[src/rtl/spi_btn_pkg.sv]
// Shared types and helpers for the SPI button-frame reader.
// Holds the FSM state enum, frame size and the responder bit-order remap.
package spi_btn_pkg;

  typedef enum logic [1:0] {
    IDLE,
    LOW,
    HIGH,
    DONE
  } state_e;

  localparam int C_BITS = 8;

  // Responder shifts b0 first, then b7 down to b1.
  function automatic int slot2bit(input int k);
    return (k == 0) ? 0 : C_BITS - k;
  endfunction

  function automatic int cnt_w(input int n);
    return (n > 1) ? $clog2(n) : 1;
  endfunction

endpackage

[src/rtl/spi_btn_tick.sv]
// SCLK half-period tick generator for spi_btn_reader.
// Counter held at zero by i_clr; ticks on count C_clk_div-1.
module spi_btn_tick
  import spi_btn_pkg::*;
#(
  parameter int C_clk_div = 4
) (
  input  logic i_clk,
  input  logic i_resetn,
  input  logic i_clr,
  output logic o_tick
);

  localparam int TW = cnt_w(C_clk_div);
  localparam logic [TW-1:0] LAST = TW'(C_clk_div - 1);

  logic [TW-1:0] r_cnt;
  logic          w_last;

  assign w_last = (r_cnt == LAST);
  assign o_tick = w_last && !i_clr;

  always_ff @(posedge i_clk) begin
    if (!i_resetn || i_clr || w_last)
      r_cnt <= '0;
    else
      r_cnt <= r_cnt + 1'b1;
  end

endmodule

[src/rtl/spi_btn_reader.sv]
// SPI initiator polling the OLED-SPI button responder frame.
// Define SPI_BTN_DEBOUNCE_EN to commit only two identical frames in a row.
module spi_btn_reader
  import spi_btn_pkg::*;
#(
  parameter int C_clk_div     = 4,
  parameter int C_bits        = C_BITS,
  parameter int C_poll_period = 250000
) (
  input  logic       clk_25mhz,
  input  logic       resetn,
  input  logic       start,
  output logic       spi_csn,
  output logic       spi_clk,
  input  logic       spi_miso,
  output logic [7:0] data,
  output logic       valid,
  output logic       busy
);

  localparam int IW = cnt_w(C_bits);
  localparam int PW = cnt_w(C_poll_period + 1);
  localparam logic [IW-1:0] IDX_LAST = IW'(C_bits - 1);
  localparam logic [PW-1:0] POLL_LAST =
    PW'((C_poll_period > 0) ? C_poll_period - 1 : 0);

  state_e              r_state;
  state_e              w_state_nxt;
  logic                w_tick;
  logic                w_go;
  logic                w_fin;
  logic                w_poll_hit;
  logic [PW-1:0]       r_poll;
  logic [IW-1:0]       r_idx;
  logic                r_miso_s1;
  logic                r_miso_s2;
  logic [C_bits-1:0]   r_slot;
  logic [7:0]          w_frame;
`ifdef SPI_BTN_DEBOUNCE_EN
  logic [7:0]          r_cand;
`endif

  spi_btn_tick #(
    .C_clk_div(C_clk_div)
  ) u_tick (
    .i_clk   (clk_25mhz),
    .i_resetn(resetn),
    .i_clr   (r_state == IDLE),
    .o_tick  (w_tick)
  );

  assign w_poll_hit = (C_poll_period > 0) && (r_poll == POLL_LAST);
  assign w_go  = (r_state == IDLE) && (start || w_poll_hit);
  assign w_fin = (r_state == HIGH) && w_tick && (r_idx == IDX_LAST);

  always_comb begin
    w_frame = '0;
    for (int k = 0; k < C_bits; k++)
      w_frame[3'(slot2bit(k))] = r_slot[IW'(k)];
  end

  always_comb begin
    w_state_nxt = r_state;
    unique case (r_state)
      IDLE: if (w_go) w_state_nxt = LOW;
      LOW:  if (w_tick) w_state_nxt = HIGH;
      HIGH: if (w_tick) w_state_nxt = w_fin ? DONE : LOW;
      DONE: w_state_nxt = IDLE;
      default: w_state_nxt = IDLE;
    endcase
  end

  always_ff @(posedge clk_25mhz) begin
    if (!resetn)
      r_state <= IDLE;
    else
      r_state <= w_state_nxt;
  end

  always_ff @(posedge clk_25mhz) begin
    if (!resetn || w_go || C_poll_period == 0)
      r_poll <= '0;
    else if (r_state == IDLE)
      r_poll <= r_poll + 1'b1;
  end

  // Pins are registered from the next state so they align with r_state.
  always_ff @(posedge clk_25mhz) begin
    if (!resetn) begin
      r_miso_s1 <= 1'b0;
      r_miso_s2 <= 1'b0;
      spi_csn   <= 1'b1;
      spi_clk   <= 1'b0;
      busy      <= 1'b0;
      valid     <= 1'b0;
      data      <= '0;
      r_idx     <= '0;
      r_slot    <= '0;
`ifdef SPI_BTN_DEBOUNCE_EN
      r_cand    <= '0;
`endif
    end else begin
      r_miso_s1 <= spi_miso;
      r_miso_s2 <= r_miso_s1;
      spi_csn   <= !(w_state_nxt == LOW || w_state_nxt == HIGH);
      spi_clk   <= (w_state_nxt == HIGH);
      busy      <= (w_state_nxt != IDLE);
      valid     <= 1'b0;
      if (w_go)
        r_idx <= '0;
      else if (r_state == HIGH && w_tick && r_idx != IDX_LAST)
        r_idx <= r_idx + 1'b1;
      if (r_state == LOW && w_tick)
        r_slot[r_idx] <= r_miso_s2;
      if (w_fin) begin
`ifdef SPI_BTN_DEBOUNCE_EN
        if (w_frame == r_cand) begin
          data  <= w_frame;
          valid <= 1'b1;
        end
        r_cand <= w_frame;
`else
        data  <= w_frame;
        valid <= 1'b1;
`endif
      end
    end
  end

endmodule

[config.mk]
export PLATFORM = sky130hd
export DESIGN_NAME = spi_btn_reader
export DESIGN_NICKNAME = d
export VERILOG_FILES = /design/src/rtl/spi_btn_pkg.sv /design/src/rtl/spi_btn_tick.sv /design/src/rtl/spi_btn_reader.sv
export SDC_FILE = /design/constraint.sdc
export NUM_CORES = 1
export LEC_CHECK = 0
export BUFFER_PORTS_ARGS = -buffer_cell sky130_fd_sc_hd__buf_2
export CAP_MARGIN = 30
export CORE_MARGIN = 8
export CORE_UTILIZATION = 30
export CTS_BUF_LIST = sky130_fd_sc_hd__clkbuf_8
export DETAILED_ROUTE_END_ITERATION = 10
export MAX_ROUTING_LAYER = met4
export PLACE_DENSITY = 0.56
export SYNTH_ARGS = -nofsm -noshare
export SYNTH_HDL_FRONTEND = slang
export SYNTH_HIERARCHICAL = 1
export SYNTH_SLANG_ARGS = --single-unit
[constraint.sdc]
create_clock -name clk_25mhz -period 2.35 [get_ports clk_25mhz]
set_clock_uncertainty 0.1 [all_clocks]
set_input_delay 0.1175 -clock clk_25mhz [delete_from_list [all_inputs] [get_ports clk_25mhz]]
set_output_delay 0.1175 -clock clk_25mhz [all_outputs]
set_load 0.005 [all_outputs]
==> results.sh <==
export IMPL_synth_largest_area_cell="sky130_fd_sc_hd__dfxtp_1"
export IMPL_switching_power_as_a_share_of_total_power_pct=20.6
export IMPL_status="complete, no violations"
export IMPL_cpLargestDelayFamily="simple AND/OR/NAND/NOR gates"
export IMPL_area_sequential_um2=661
export IMPL_die_area_um2=8290
export IMPL_timing_setup_tns_ps=0
export IMPL_vias=1282
export IMPL_total_routing_resource_utilization_after_global_routing_pct=9.09
export IMPL_grt_max_degree=21
export IMPL_fillers=561
export IMPL_cp_num_buf_inv=2
export IMPL_detailedRoute_firstPassIterationCount=4
export IMPL_reg2reg_slack_ps=360
export IMPL_report_final_slew_viol_count=0
export IMPL_fin_ws_ps=363
export IMPL_power_switching_uw=261
export IMPL_synthDominantCellAreaShare_pct=39.1
export IMPL_clockRootBuffer="sky130_fd_sc_hd__clkbuf_8"
export IMPL_detailed_place_area_um2=1780
export IMPL_clock_sink_count=33
export IMPL_crit_path_start_kind="flip-flop"
export IMPL_p_leak_nw=0.698
export IMPL_antennaDiodeCount=0
export IMPL_floorplan_core_area_um2=5470
export IMPL_power_frac_comb_pct=4.7
export IMPL_hold_viol=0
export IMPL_die_h_um=91.0
export IMPL_grt_antenna_before_repair=0
export IMPL_synth_area_um2=1690
export IMPL_detail_route_wl_per_cell_um=12.9
export IMPL_share_seq_of_total_power_pct=45.0
export IMPL_floorplan_initialDensity_pct=30.9
export IMPL_synth_seq_area_share_pct=39.1
export IMPL_syn_instance_count=174
export IMPL_timing_hold_ws_ps=14.9
export IMPL_synthToLayoutAreaGrowth_pct=13.9
export IMPL_fin_nets=196
export IMPL_worst_ir_drop_vdd_mv=0.239
export IMPL_routed_via_density=4.95
export IMPL_grt_pass1_vias=1251
export IMPL_overflow_left_after_global_routing=0
export IMPL_antenna_left=0
export IMPL_io_buffers=8
export IMPL_clock_tree_htree_level_count=2
export IMPL_synth_edff_count=0
export IMPL_setup_repair_after_global_routing_missed_its_margin="false"
export IMPL_synth_top_cells_by_count="sky130_fd_sc_hd__dfxtp_1, sky130_fd_sc_hd__a211oi_1, sky130_fd_sc_hd__nand2_1"
export IMPL_p_int_mw=1.01
export IMPL_number_of_buffers_created_by_cts=5
export IMPL_clockBufferDepth=2
export IMPL_die_width_um=91.0
export IMPL_floorplan_rows=27
export IMPL_floorplan_io_pins=16
export IMPL_synth_cell_type_count=46
export IMPL_synth_most_common_cell="sky130_fd_sc_hd__dfxtp_1"
export IMPL_clock_insertion_delay_worst_skew_ps=290
export IMPL_crit_path_end_kind="flip-flop"
export IMPL_synthesis_stage_register_bit_count=33
export IMPL_drt_iter0_drc=68
export IMPL_grt_pass1_wl_mm=5.97
export IMPL_synthesis_yosys_warnings=6
export IMPL_power_density_relative_to_cell_area_nw_per_um2=660
export IMPL_multi_input_gate_area_um2=925
export IMPL_wirelength_mm=3.33
export IMPL_fin_area_um2=1920
export IMPL_fmaxAchievable_mhz=503
export IMPL_routabilityCongestion=0.797
export IMPL_critical_path_max_stage_delay_ps=450
export IMPL_p_clk_share_pct=50.3
export IMPL_synth_top_cells_by_area="sky130_fd_sc_hd__dfxtp_1, sky130_fd_sc_hd__a211oi_1, sky130_fd_sc_hd__ha_1"
export IMPL_critPathRequiredTime_ps=2420
export IMPL_setup_worst_path_class="flip-flop to flip-flop"
export IMPL_drv_max_cap_violation_count=0
export IMPL_crit_arrival_ps=2060
export IMPL_layout_min_cycle_time_ps=1990
export IMPL_fin_crit_sh_pct=84.6
export IMPL_dp_hpwl_mm=2.33
export IMPL_asyncSetResetFlopFracSynth_pct=0
export IMPL_pre_cts_setup_slack_ps=371
export IMPL_setup_violations=0
export IMPL_drt_drc_violations_left=0
export IMPL_ys_flop_type="sky130_fd_sc_hd__dfxtp_1"
export IMPL_crit_chain="or2_2, clkinv_2, and2b_2, nand2_1, o21ai_0, inv_1, ha_1, nand2_1"
export IMPL_postCtsSetupRepairBufs=0
export IMPL_hold_path_class="input pin to flip-flop"
export IMPL_worst_path_max_delay_cell="sky130_fd_sc_hd__dfxtp_1"
export IMPL_tritoncts="built"
export IMPL_synth_avg_cell_area_um2=9.71
export IMPL_clkTransAtPathRegs_ps=60
export IMPL_critical_path_top_cell_by_count="sky130_fd_sc_hd__nand2_1"
export IMPL_path_max_fanout=8
export IMPL_drive_gt1_share_pct=18.7
==> final timing paths <==
kind,start,to,cells after the start
worst min register to register,r_miso_s1$_SDFF_PN0_,r_miso_s2$_SDFF_PN0_,1
worst min-delay path,resetn,spi_csn$_SDFF_PN1_,2
worst max register to register,r_state[1]$_SDFF_PN0_,spi_csn$_SDFF_PN1_,8
worst max-delay path,r_state[1]$_SDFF_PN0_,spi_csn$_SDFF_PN1_,8
==> timing repair <==
action,4_1_cts,5_1_grt
hold buffers,1,0
endpoints found under the hold margin,1,0
resized for setup,0,0
==> layer usage <==
layer  up-vias  track usage [%]  share of wire (%)
li1        660                -                  -
met1       593             10.7                 51
met2        22             13.0                 42
met3         7             2.96                4.6
met4         0             5.73                2.8
met5         -                -                  0
==> worst reg2reg max path, cell delays in order (launching register included) <==
cell and delay [ps]:
sky130_fd_sc_hd__dfxtp_1 450, sky130_fd_sc_hd__or2_2 240, sky130_fd_sc_hd__clkinv_2 70, sky130_fd_sc_hd__and2b_2 250, sky130_fd_sc_hd__nand2_1 100, sky130_fd_sc_hd__o21ai_0 280, sky130_fd_sc_hd__inv_1 80, sky130_fd_sc_hd__ha_1 270
sky130_fd_sc_hd__nand2_1 40
==> layout make-up <==
class | count | share of cell area (%)
multi-input combinational | 125 | 48.0
sequential | 33 | 34.3
tap | 72 | 4.68
timing repair buffer | 14 | 4.55
clock buffer | 5 | 3.58
clock inverter | 3 | 3.38
inverter | 7 | 1.43
==> cells by family after synthesis <==
group | synth area share (%)
AO/OA/AOI/OAI | 16.4
XOR/XNOR | 4.67
adder cells (fa/ha/maj) | 4.44
buffers and inverters | 7.78
flip-flops | 39.1
multiplexers | 2.37
other | 0.222
AND/OR/NAND/NOR | 25.0
==> power groups by stage <==
stage	Sequential (mW)	Combinational, mW	Clock [mW]
CTS	0.572	0.0605	0.654
finish	0.572	0.0597	0.639
detailed placement	0.585	0.0592	0
global route	0.573	0.0683	0.679
floorplan	0.585	0.0502	0
global placement	0.585	0.0597	0
==> registers in the layout, summed over array words and instances (netlist names), 2 cells and up <==
name,flops
r_state,2
u_tick/r_cnt,2
r_idx,3
r_poll,18
==> metrics by stage <==
stage          std cells  total power, mW  util, %
4_1_cts              259             1.29     35.2
3_5_place_dp         250            0.644     32.5
3_3_place_gp         250            0.645     32.5
6_report             259             1.27     35.2
5_1_grt              259             1.32     35.2
2_1_floorplan        180            0.635        -
==> placed cells by master, fill, tap and decap left out, drive strengths merged, types with 7 or more instances in the layout <==
cell type,synthesis,layout
dfxtp,33,33
buf,11,13
nand2,11,11
a211oi,11,11
nand4,8,8
o21ai,7,7
xor2,7,7
conb,1,7
a221oi,7,7
No activity file was read; power rests on OpenSTA's default activity.
